File: src/rtl/crypto_wallet_pkg.sv
// Shared definitions for the random byte collector: FSM encoding and default sizing.
package crypto_wallet_pkg;

  localparam int DECIMATE_DEFAULT   = 8;
  localparam int FIFO_DEPTH_DEFAULT = 8;
  localparam int WORD_W             = 32;

  typedef enum logic [1:0] {
    ST_IDLE    = 2'd0,
    ST_COLLECT = 2'd1,
    ST_DRAIN   = 2'd2,
    ST_DONE    = 2'd3
  } state_t;

  // A requested count of 0 stands for the full 16 words.
  function automatic logic [4:0] count_words(input logic [3:0] cnt);
    return (cnt == 4'd0) ? 5'd16 : {1'b0, cnt};
  endfunction

endpackage

File: src/rtl/sync_fifo.sv
// Single-clock FIFO with synchronous reset and flush; head word reads as zero when empty.
module sync_fifo #(
  parameter int WIDTH = 32,
  parameter int DEPTH = 8
) (
  input  logic             clk,
  input  logic             reset,
  input  logic             flush,
  input  logic             push,
  input  logic             pop,
  input  logic [WIDTH-1:0] din,
  output logic [WIDTH-1:0] dout,
  output logic             full,
  output logic             empty
);

  localparam int AW = (DEPTH > 1) ? $clog2(DEPTH) : 1;

  logic [WIDTH-1:0] mem [DEPTH];
  logic [AW-1:0]    wr_ptr;
  logic [AW-1:0]    rd_ptr;
  logic [AW:0]      level;
  logic             do_push;
  logic             do_pop;

  assign empty   = (level == '0);
  assign full    = (level == (AW+1)'(DEPTH));
  assign do_pop  = pop & ~empty;
  // A push into a full FIFO is accepted only when the head leaves in the same cycle.
  assign do_push = push & (~full | do_pop);
  assign dout    = empty ? '0 : mem[rd_ptr];

  // Pointer and occupancy bookkeeping; pointers wrap naturally at a power-of-two depth.
  always_ff @(posedge clk) begin
    if (reset || flush) begin
      wr_ptr <= '0;
      rd_ptr <= '0;
      level  <= '0;
    end else begin
      if (do_push) wr_ptr <= wr_ptr + AW'(1);
      if (do_pop)  rd_ptr <= rd_ptr + AW'(1);
      case ({do_push, do_pop})
        2'b10:   level <= level + (AW+1)'(1);
        2'b01:   level <= level - (AW+1)'(1);
        default: level <= level;
      endcase
    end
  end

  // Storage write; contents need no reset because the output is gated by empty.
  always_ff @(posedge clk) begin
    if (do_push && !flush && !reset) mem[wr_ptr] <= din;
  end

endmodule

File: src/rtl/random_collector.sv
// Collects decimated bytes from the random source into big-endian 32-bit words and
// queues them for a consumer.
//
//   state      | meaning
//   -----------+--------------------------------------------------------------
//   ST_IDLE    | waiting for i_start
//   ST_COLLECT | sampling every DECIMATE cycles, pushing a word per 4 bytes
//   ST_DRAIN   | all requested words pushed, waiting for the FIFO to empty
//   ST_DONE    | one-cycle completion pulse, then back to idle
module random_collector
  import crypto_wallet_pkg::*;
#(
  parameter int DECIMATE   = DECIMATE_DEFAULT,
  parameter int FIFO_DEPTH = FIFO_DEPTH_DEFAULT
) (
  input  logic              i_clk,
  input  logic              i_reset,
  input  logic [7:0]        i_data,
  input  logic              i_start,
  input  logic [3:0]        i_count,
  input  logic              i_abort,
  output logic [WORD_W-1:0] o_word,
  output logic              o_valid,
  input  logic              i_ack,
  output logic              o_busy,
  output logic              o_done
);

  localparam logic [7:0] DEC_LAST = 8'(DECIMATE - 1);

  state_t            state;
  state_t            state_nxt;
  logic [7:0]        decim_cnt;
  logic [1:0]        byte_cnt;
  logic [4:0]        word_cnt;
  logic [4:0]        word_target;
  logic [23:0]       partial;
  logic [WORD_W-1:0] push_word;
  logic              fifo_full;
  logic              fifo_empty;
  logic              pop;
  logic              advance;
  logic              capture;
  logic              push;
  logic              last_push;

  assign pop       = ~fifo_empty & i_ack & ~i_abort;
  // While the FIFO is full the sampler freezes, unless the consumer frees a slot this cycle.
  assign advance   = (state == ST_COLLECT) & (~fifo_full | pop) & ~i_abort;
  assign capture   = advance & (decim_cnt == DEC_LAST);
  assign push      = capture & (byte_cnt == 2'd3);
  assign last_push = push & ((word_cnt + 5'd1) == word_target);
  assign push_word = {partial, i_data};
  assign o_valid   = ~fifo_empty;

  sync_fifo #(
    .WIDTH (WORD_W),
    .DEPTH (FIFO_DEPTH)
  ) u_fifo (
    .clk   (i_clk),
    .reset (i_reset),
    .flush (i_abort),
    .push  (push),
    .pop   (pop),
    .din   (push_word),
    .dout  (o_word),
    .full  (fifo_full),
    .empty (fifo_empty)
  );

  // State register.
  always_ff @(posedge i_clk) begin
    if (i_reset) state <= ST_IDLE;
    else         state <= state_nxt;
  end

  // Next-state logic; abort overrides every other transition.
  always_comb begin
    state_nxt = state;
    case (state)
      ST_IDLE:    if (i_start)    state_nxt = ST_COLLECT;
      ST_COLLECT: if (last_push)  state_nxt = ST_DRAIN;
      ST_DRAIN:   if (fifo_empty) state_nxt = ST_DONE;
      ST_DONE:                    state_nxt = ST_IDLE;
      default:                    state_nxt = ST_IDLE;
    endcase
    if (i_abort) state_nxt = ST_IDLE;
  end

  // Status outputs decoded from the state.
  always_comb begin
    o_busy = (state != ST_IDLE);
    o_done = (state == ST_DONE);
  end

  // Sampling counters and byte assembly.
  always_ff @(posedge i_clk) begin
    if (i_reset || i_abort) begin
      decim_cnt   <= '0;
      byte_cnt    <= '0;
      word_cnt    <= '0;
      word_target <= '0;
      partial     <= '0;
    end else if (state == ST_IDLE && i_start) begin
      decim_cnt   <= '0;
      byte_cnt    <= '0;
      word_cnt    <= '0;
      word_target <= count_words(i_count);
      partial     <= '0;
    end else if (advance) begin
      if (capture) begin
        decim_cnt <= '0;
        byte_cnt  <= byte_cnt + 2'd1;
        partial   <= {partial[15:0], i_data};
        if (push) word_cnt <= word_cnt + 5'd1;
      end else begin
        decim_cnt <= decim_cnt + 8'd1;
      end
    end
  end

endmodule

File: config.mk
export PLATFORM = sky130hd
export DESIGN_NAME = random_collector
export DESIGN_NICKNAME = d
export VERILOG_FILES = /design/src/rtl/crypto_wallet_pkg.sv /design/src/rtl/sync_fifo.sv /design/src/rtl/random_collector.sv
export SDC_FILE = /design/constraint.sdc
export NUM_CORES = 1
export LEC_CHECK = 0
export BUFFER_PORTS_ARGS = -buffer_cell sky130_fd_sc_hd__buf_2
export CORE_MARGIN = 2
export CORE_UTILIZATION = 60
export DETAILED_ROUTE_END_ITERATION = 10
export HOLD_SLACK_MARGIN = 0.08
export PLACE_DENSITY_LB_ADDON = 0.25
export SYNTH_ARGS = -nofsm -noshare
export SYNTH_HDL_FRONTEND = slang
export SYNTH_SLANG_ARGS = --single-unit
File: constraint.sdc
create_clock -name i_clk -period 9.1 [get_ports i_clk]
set_clock_uncertainty 0.15 [all_clocks]
set_input_delay 1.82 -clock i_clk [delete_from_list [all_inputs] [get_ports i_clk]]
set_output_delay 1.82 -clock i_clk [all_outputs]
set_load 0.01 [all_outputs]
==> flow_metrics.env, run 1 <==
export IMPL_status="completed"
export IMPL_fmax_mhz=199.0
export IMPL_syn_nets=757
export IMPL_ios=52
export IMPL_cts_sinks=315
export IMPL_crit_arrival_ns=3.05
export IMPL_synth_seq_cells=315
export IMPL_clkPwrFrac_pct=44.2
export IMPL_cp_slowest_cell="buf_4"
export IMPL_gp_congestion=0.8632
export IMPL_cts_resized_gates=0
export IMPL_cp_data_required_time_ns=7.13
export IMPL_period_minus_slack_ns=5.024
export IMPL_nNetsFinal=818
export IMPL_rows=52
export IMPL_seq_area_frac_synth_pct=71.60
export IMPL_p_leak_nw=4.941
export IMPL_dr_first_iter_drc_count=659
export IMPL_cts_hold_buf=0
export IMPL_swShare_pct=18.87
export IMPL_worstPathMaxFanout=42
export IMPL_slowest_delay_ns=0.75
export IMPL_start_util_pct=61.22
export IMPL_top_layer_used="met4"
export IMPL_async_flop_share_pct=0
export IMPL_path_cells="buf_4 -> mux4_2 -> mux2i_1 -> nor2_1 -> buf_2"
export IMPL_slew_viol_final=0
export IMPL_postPlaceCellArea_um2=12990
export IMPL_wl_met2_mm=12.86
export IMPL_ys_top_cells_by_area="edfxtp_1, mux4_2, dfxtp_1"
export IMPL_path_delay_family="buffers and inverters"
export IMPL_slew_headroom_pct=23.51
export IMPL_fin_area_um2=14000
export IMPL_finalCritPeriodShare_pct=55.21
export IMPL_setup_worst_path_start_class="flop"
export IMPL_clockBufferDepth=3
export IMPL_antenna_found_initial=0
export IMPL_switching_power_w=0.0005305
export IMPL_synthDistinctLibCells=48
export IMPL_place_hpwl_mm=13.25
export IMPL_drcViolationCount=0
export IMPL_dieArea_um2=21810
export IMPL_maxCapViolCount=0
export IMPL_yosysWarnings=0
export IMPL_path_clk_slew_ns=0.06
export IMPL_final_setup_tns_ns=0
export IMPL_n_antenna_cell=0
export IMPL_synthFlopType="edfxtp_1"
export IMPL_synthTopCellsByCount="edfxtp_1, nand2_1, mux4_2, dfxtp_1, nor2_1"
export IMPL_synth_edf_count=256
export IMPL_wl_per_cell_um=22.45
export IMPL_via_count=6511
export IMPL_yosys_area_top_type="edfxtp_1"
export IMPL_pwr_share_comb_pct=1.0
export IMPL_fp_dieW_um=147.7
export IMPL_setup_viol=0
export IMPL_netlist_area_um2=12390
export IMPL_post_cts_repair_setup_buffers=0
export IMPL_antenna_left=0
export IMPL_drt_vias_per_instance=6.018
export IMPL_cts_htree_levels=1
export IMPL_area_delta_synth_final_pct=13.02
export IMPL_path_class="flop to output pin"
export IMPL_worst_slew_pin_transition_ns=1.145
export IMPL_wl_met1_mm=9.898
export IMPL_grt_max_degree=65
export IMPL_final_hold_viol_count=0
export IMPL_grt_overflow=0
export IMPL_clkLatencyLatePin_ns=0.55
export IMPL_grt_pass1_vias=6909
export IMPL_synthMostInstantiatedCell="edfxtp_1"
export IMPL_critical_path_buf_inv_count=2
export IMPL_pwr_share_seq_pct=54.8
export IMPL_synthCells=727
export IMPL_ir_drop_uv=147.4
export IMPL_hold_path_class="flop to flop"
export IMPL_p_per_area_nw_per_um2=200.8
export IMPL_syn_avg_cell_area_um2=17.04
export IMPL_cts_tree="done"
export IMPL_met3_length_mm=1.134
export IMPL_cts_root_buf="clkbuf_16"
export IMPL_die_h_um=147.7
export IMPL_p_int_w=0.002281
export IMPL_cts_buffers=30
export IMPL_critPathCaptureType="output pin"
export IMPL_grt_pass1_wl_mm=38.35
export IMPL_core_area_um2=20230
export IMPL_first_pass_iters=5
export IMPL_synth_top_area_share_pct=62.06
export IMPL_drive_gt1_share_pct=24.63
export IMPL_routed_wl_mm=24.29
export IMPL_io_buffers=51
export IMPL_grt_use_total_pct=22.85
export IMPL_rsz0062_at_grt="no"
[registers in the layout, indices dropped and copies added, names as in the netlist, named ones only]
name           cells
byte_cnt           2
decim_cnt          8
partial           24
state              2
u_fifo.level       4
u_fifo.mem       256
u_fifo.rd_ptr      3
u_fifo.wr_ptr      3
word_cnt           5
word_target        5
[kinds of logic after synthesis]
| group | Yosys count | synth area share [%] |
|---|---|---|
| xor+xnor | 26 | 1.838 |
| flops | 315 | 71.60 |
| simple gates | 177 | 6.596 |
| mux | 102 | 14.71 |
| fa+ha+maj | 13 | 1.313 |
| buf+inv | 44 | 1.515 |
| compound gates | 50 | 2.434 |
[final timing paths]
path / start / end / slack [ns] / depth (start not counted)
max: flop / o_word[10] / 4.08 / 5
min: byte_cnt[1] / byte_cnt[1] / 0.33 / 2
max reg2reg: state[1] / u_fifo.mem[7][26] / 5.67 / 7
min reg2reg: byte_cnt[1] / byte_cnt[1] / 0.33 / 2
[worst reg2reg max path, cell delays in order, from the launching register on]
cell	delay, ns
dfxtp_1	0.33
inv_1	0.14
ha_1	0.20
nor2b_1	0.31
o21a_1	0.39
and3_4	0.30
nand3_1	0.24
nor2_4	0.96
[cell type report]
type | count | area, um^2
clock buffers | 44 | 884.6
clock inverters | 12 | 127.6
fillers | 1320 | 6235
inverters | 9 | 36.28
multi-input cells | 368 | 3386
flip-flops and latches | 315 | 8875
well taps | 270 | 337.8
repair buffers | 64 | 352.8
[power groups by stage]
stage	clock network, W	registers, W	logic (W)
CTS	0.00126	0.00154	0.0000284
finish	0.00124	0.00154	0.0000284
global placement	0	0.00157	0.0000265
floorplan	0	0.00157	0.0000153
global route	0.00132	0.00154	0.0000317
detailed placement	0	0.00157	0.0000283
[per-stage QoR]
stage	setup slack [ns]	hold slack (ns)	util (%)	power, W	instances
2_1_floorplan	2.814	0.2856	-	0.001588	727
3_5_place_dp	4.396	0.3242	64.19	0.001601	1026
3_3_place_gp	4.533	0.2929	64.19	0.001599	1026
5_1_grt	3.872	0.3517	69.19	0.002889	1082
6_report	4.076	0.3275	69.19	0.002812	1082
4_1_cts	4.020	0.3318	69.19	0.002831	1082
[routing by layer]
layer	GRT usage, %	vias up
met5	0	-
met4	5.769	0
met3	2.870	38
met2	40.98	194
met1	30.03	3367
li1	-	2912
[placed cells by master, fill, tap and decap left out, types with 4 or more instances in the layout]
master	count
clkbuf_8	6
edfxtp_1	256
buf_4	13
mux4_2	64
xor2_1	16
clkbuf_1	7
a21oi_1	35
clkinv_2	7
nor2_1	56
nor3_1	4
buf_2	51
nand4_1	5
inv_1	8
clkbuf_16	31
xnor2_1	10
nand3_1	12
ha_1	13
dfxtp_1	56
nand2_1	70
mux2i_1	38
Power figures use the tool's default switching activity.
==> inputs of run 2 (changes only) <==
- CORE_UTILIZATION: 60 -> 55
- clock period: 9.1 -> 4.45 ns (I/O delays scaled with it)
==> flow_metrics.env, run 2 (synthesis results as in run 1) <==
export IMPL_status="completed"
export IMPL_slowest_delay_ns=0.60
export IMPL_ir_drop_uv=286.3
export IMPL_grt_max_degree=56
export IMPL_largestRegisters="u_fifo.mem: 256 flops, partial: 24 flops, decim_cnt: 8 flops"
export IMPL_first_pass_iters=5
export IMPL_finalCritPeriodShare_pct=82.84
export IMPL_dr_first_iter_drc_count=393
export IMPL_fmax_mhz=271.3
export IMPL_critical_path_buf_inv_count=2
export IMPL_reg2reg_from="state[1]"
export IMPL_multiInputGateArea_um2=3418
export IMPL_reg2regPathDepth=9
export IMPL_final_cell_mix="edfxtp_1, nand2_1, mux4_2, nor2_1, dfxtp_1"
export IMPL_path_depth=5
export IMPL_setup_viol=0
export IMPL_worstPathMaxFanout=32
export IMPL_path_class="flop to output pin"
export IMPL_dieArea_um2=23740
export IMPL_path_clk_slew_ns=0.06
export IMPL_ios=52
export IMPL_post_cts_repair_setup_buffers=0
export IMPL_clkLatencyLatePin_ns=0.54
export IMPL_path_cells="buf_4 -> mux4_2 -> mux2i_1 -> nor2_1 -> buf_2"
export IMPL_final_setup_tns_ns=0
export IMPL_fp_dieW_um=154.1
export IMPL_max_flop_register="u_fifo.mem"
export IMPL_layout_commonest_cell="edfxtp_1"
export IMPL_rsz0062_at_grt="no"
export IMPL_drcViolationCount=0
export IMPL_rows=54
export IMPL_drt_vias_per_instance=5.849
export IMPL_p_per_area_nw_per_um2=409.2
export IMPL_start_util_pct=56.41
export IMPL_nNetsFinal=824
export IMPL_cp_data_required_time_ns=3.41
export IMPL_critPathCaptureType="output pin"
export IMPL_maxCapViolCount=0
export IMPL_cts_resized_gates=0
export IMPL_setup_worst_path_start_class="flop"
export IMPL_period_minus_slack_ns=3.686
export IMPL_rr_endpoint="u_fifo.mem[0][0]"
export IMPL_seq_area_um2=8875
export IMPL_grt_overflow=0
export IMPL_final_hold_viol_count=0
export IMPL_place_hpwl_mm=13.95
export IMPL_worst_slew_pin_transition_ns=1.168
export IMPL_antenna_found_initial=0
export IMPL_grt_pass1_vias=6813
export IMPL_area_delta_synth_final_pct=13.80
export IMPL_cts_htree_levels=1
export IMPL_grt_use_total_pct=20.33
export IMPL_path_delay_family="multiplexers"
export IMPL_crit_arrival_ns=2.65
export IMPL_cts_sinks=315
export IMPL_min_from="byte_cnt[1]"
export IMPL_routed_wl_mm=23.51
export IMPL_r2r_slack_ns=1.20
export IMPL_cts_root_buf="clkbuf_16"
export IMPL_cts_buffers=31
export IMPL_core_area_um2=21960
export IMPL_utilization_pct=64.19
export IMPL_cts_hold_buf=0
export IMPL_wl_per_cell_um=21.42
export IMPL_gp_congestion=0.7983
export IMPL_cp_slowest_cell="mux4_2"
export IMPL_hold_path_class="flop to flop"
export IMPL_n_antenna_cell=0
export IMPL_slew_viol_final=0
export IMPL_fill_cells=1539
export IMPL_cts_tree="done"
export IMPL_antenna_left=0
export IMPL_slew_headroom_pct=22.12
export IMPL_io_buffers=51
export IMPL_drive_gt1_share_pct=24.82
export IMPL_grt_pass1_wl_mm=37.45
export IMPL_hold_depth=2
export IMPL_via_count=6422
export IMPL_clockBufferDepth=3
export IMPL_hold_path_end="byte_cnt[1]"
export IMPL_p_leak_nw=4.956
export IMPL_die_h_um=154.1
export IMPL_largest_reg_flops=256
run 2: cell count changes in the layout (fill, tap and decap cells not counted), moves of 2 or more:
cell	delta
clkbuf_8	-6
buf_4	+4
clkinv_1	+4
nor3b_2	-3
nor3b_4	+3
bufinv_16	+2
clkbuf_1	-2
clkinvlp_4	+2
run 2: worst min-delay path, delay by kind of cell, from the launching register on:
kind	cells	cell delay, ns
and+or+nand+nor	1	0.05
AOI/OAI and AO/OA	1	0.05
DFF	1	0.31
run 2: through the flow:
step / power [W] / std cells / worst slack (ns) / hold slack, ns / area, um^2
final: 0.005769 / 1098 / 0.7636 / 0.3133 / 14100
after global routing: 0.005941 / 1098 / 0.5676 / 0.3309 / 14100
after CTS: 0.005823 / 1098 / 0.6746 / 0.3188 / 14100
after detailed placement: 0.003273 / 1041 / 0.9055 / 0.3110 / 13080
after global placement: 0.003271 / 1041 / 0.9956 / 0.2929 / 13080
after floorplan: 0.003248 / 727 / 0.4091 / 0.2856 / 12410
run 2: per-layer routing:
metal	wire length [um]	track usage (%)
met3	1322	3.157
met1	9888	27.50
met5	0	0
met2	11940	35.19
met4	363	4.851
run 2: worst max path at each step:
stage | startpoint | endpoint
floorplan | i_abort | u_fifo.mem[3][0]
global placement | i_abort | u_fifo.level[2]
detailed placement | i_abort | u_fifo.mem[5][27]
CTS | flop | o_word[10]
global route | flop | o_word[6]
finish | flop | o_word[10]
run 2: layout make-up:
cell class / instances / area share (%)
flip-flops and latches: 315 / 62.96
multi-input cells: 368 / 24.25
clock buffers: 36 / 5.636
repair buffers: 69 / 2.858
well taps: 280 / 2.485
clock inverters: 21 / 1.553
inverters: 9 / 0.2574
run 2: power breakdown:
group          internal, W  switching, W
registers          0.00315    0.00000197
logic            0.0000182     0.0000394
clock network      0.00151       0.00105
==> inputs of run 3 (changes only) <==
- CORE_UTILIZATION: 55 -> 60
- clock period: 4.45 -> 3.8 ns (I/O delays scaled with it)
==> flow_metrics.env, run 3 (synthesis results as in run 1) <==
export IMPL_cp_data_required_time_ns=2.89
export IMPL_dr_first_iter_drc_count=472
export IMPL_cts_hold_buf=0
export IMPL_hold_path_class="flop to flop"
export IMPL_layout_commonest_cell="edfxtp_1"
export IMPL_slew_viol_final=0
export IMPL_first_pass_iters=7
export IMPL_antenna_found_initial=0
export IMPL_drcViolationCount=0
export IMPL_final_setup_tns_ns=0
export IMPL_utilization_pct=69.40
export IMPL_ios=52
export IMPL_final_hold_viol_count=0
export IMPL_path_class="flop to output pin"
export IMPL_p_per_area_nw_per_um2=462.5
export IMPL_antenna_left=0
export IMPL_status="completed"
export IMPL_gp_congestion=0.8243
export IMPL_core_area_um2=20230
export IMPL_fin_area_um2=14040
export IMPL_seq_area_um2=8875
export IMPL_max_flop_register="u_fifo.mem"
export IMPL_rows=52
export IMPL_path_cells="buf_4 -> mux4_2 -> mux2i_1 -> nor2_1 -> buf_2"
export IMPL_multiInputGateArea_um2=3407
export IMPL_slowest_delay_ns=0.61
export IMPL_slew_headroom_pct=54.75
export IMPL_rsz0062_at_grt="no"
export IMPL_path_delay_family="multiplexers"
export IMPL_nNetsFinal=827
export IMPL_final_cell_mix="edfxtp_1, nand2_1, mux4_2, nor2_1, dfxtp_1"
export IMPL_cts_htree_levels=1
export IMPL_setup_worst_path_start_class="flop"
export IMPL_worst_slew_pin_transition_ns=0.6788
export IMPL_critical_path_buf_inv_count=2
export IMPL_routed_wl_mm=24.02
export IMPL_cts_tree="done"
export IMPL_wl_per_cell_um=22.01
export IMPL_die_h_um=147.7
export IMPL_setup_viol=0
export IMPL_postPlaceCellArea_um2=13130
export IMPL_grt_overflow=0
export IMPL_drt_vias_per_instance=6.000
export IMPL_finalCritPeriodShare_pct=90.37
export IMPL_grt_use_total_pct=22.73
export IMPL_finalPower_w=0.006495
export IMPL_period_minus_slack_ns=3.434
export IMPL_crit_arrival_ns=2.52
export IMPL_grt_pass1_vias=6885
export IMPL_worstPathMaxFanout=19
export IMPL_grt_max_degree=35
export IMPL_clockBufferDepth=3
export IMPL_drive_gt1_share_pct=24.85
export IMPL_place_inst=1035
export IMPL_fmax_mhz=291.2
export IMPL_grt_pass1_wl_mm=37.89
export IMPL_cp_slowest_cell="dfxtp_4"
export IMPL_maxCapViolCount=0
export IMPL_cts_sinks=315
export IMPL_cts_buffers=30
export IMPL_ir_drop_uv=404.4
export IMPL_n_antenna_cell=0
export IMPL_cts_root_buf="clkbuf_16"
export IMPL_path_clk_slew_ns=0.06
export IMPL_fill_cells=1264
export IMPL_fp_dieW_um=147.7
export IMPL_cts_resized_gates=0
export IMPL_largest_reg_flops=256
export IMPL_largestRegisters="u_fifo.mem: 256 flops, partial: 24 flops, decim_cnt: 8 flops"
export IMPL_area_delta_synth_final_pct=13.36
export IMPL_p_leak_nw=4.931
export IMPL_critPathCaptureType="output pin"
export IMPL_stdcell_count=1091
export IMPL_dieArea_um2=21810
export IMPL_start_util_pct=61.22
export IMPL_clkLatencyLatePin_ns=0.54
export IMPL_io_buffers=51
export IMPL_place_hpwl_mm=14.40
export IMPL_via_count=6546
export IMPL_post_cts_repair_setup_buffers=0
==> run 3: where the power goes <==
part           switching [W]   total, W  leakage (nW)  internal (W)
sequential        0.00000271    0.00369          3.29       0.00369
combinational      0.0000467  0.0000679          1.21     0.0000212
clock                0.00120    0.00273         0.439       0.00153
==> run 3: per-layer routing <==
layer  vias to the layer above  part of all wire [%]  global-route usage, %
met2                       208                    51                  39.02
li1                       2946                     -                      -
met1                      3354                    41                  31.08
met4                         0                   2.0                  6.250
met5                         -                     0                      0
met3                        38                   5.4                  3.210
==> run 3: layout make-up <==
type	instances	share of cell area, %
clock inverters	16	0.6148
inverters	9	0.2584
multi-input cells	368	24.26
clock buffers	40	5.908
flip-flops and latches	315	63.20
well taps	270	2.406
repair buffers	73	3.350
==> run 3: path summary, 6_finish.rpt <==
check	to	slack, ns	depth (start not counted)	startpoint
max	o_word[30]	0.37	5	flop
min	byte_cnt[1]	0.31	2	byte_cnt[1]
max reg2reg	u_fifo.level[2]	0.67	13	state[1]
min reg2reg	byte_cnt[1]	0.31	2	byte_cnt[1]
==> run 3: tightest hold or removal path, stage by stage (launching register included) <==
cell and delay, ns:
dfxtp_1 0.31, nand2_1 0.05, a21oi_1 0.05
==> run 3: metrics by stage <==
| step | setup WS (ns) | hold WS, ns |
|---|---|---|
| global placement | 0.5651 | 0.2939 |
| floorplan | 0.2031 | 0.2856 |
| global route | 0.1616 | 0.3338 |
| finish | 0.3659 | 0.3062 |
| detailed placement | 0.4962 | 0.3018 |
| CTS | 0.3025 | 0.3082 |
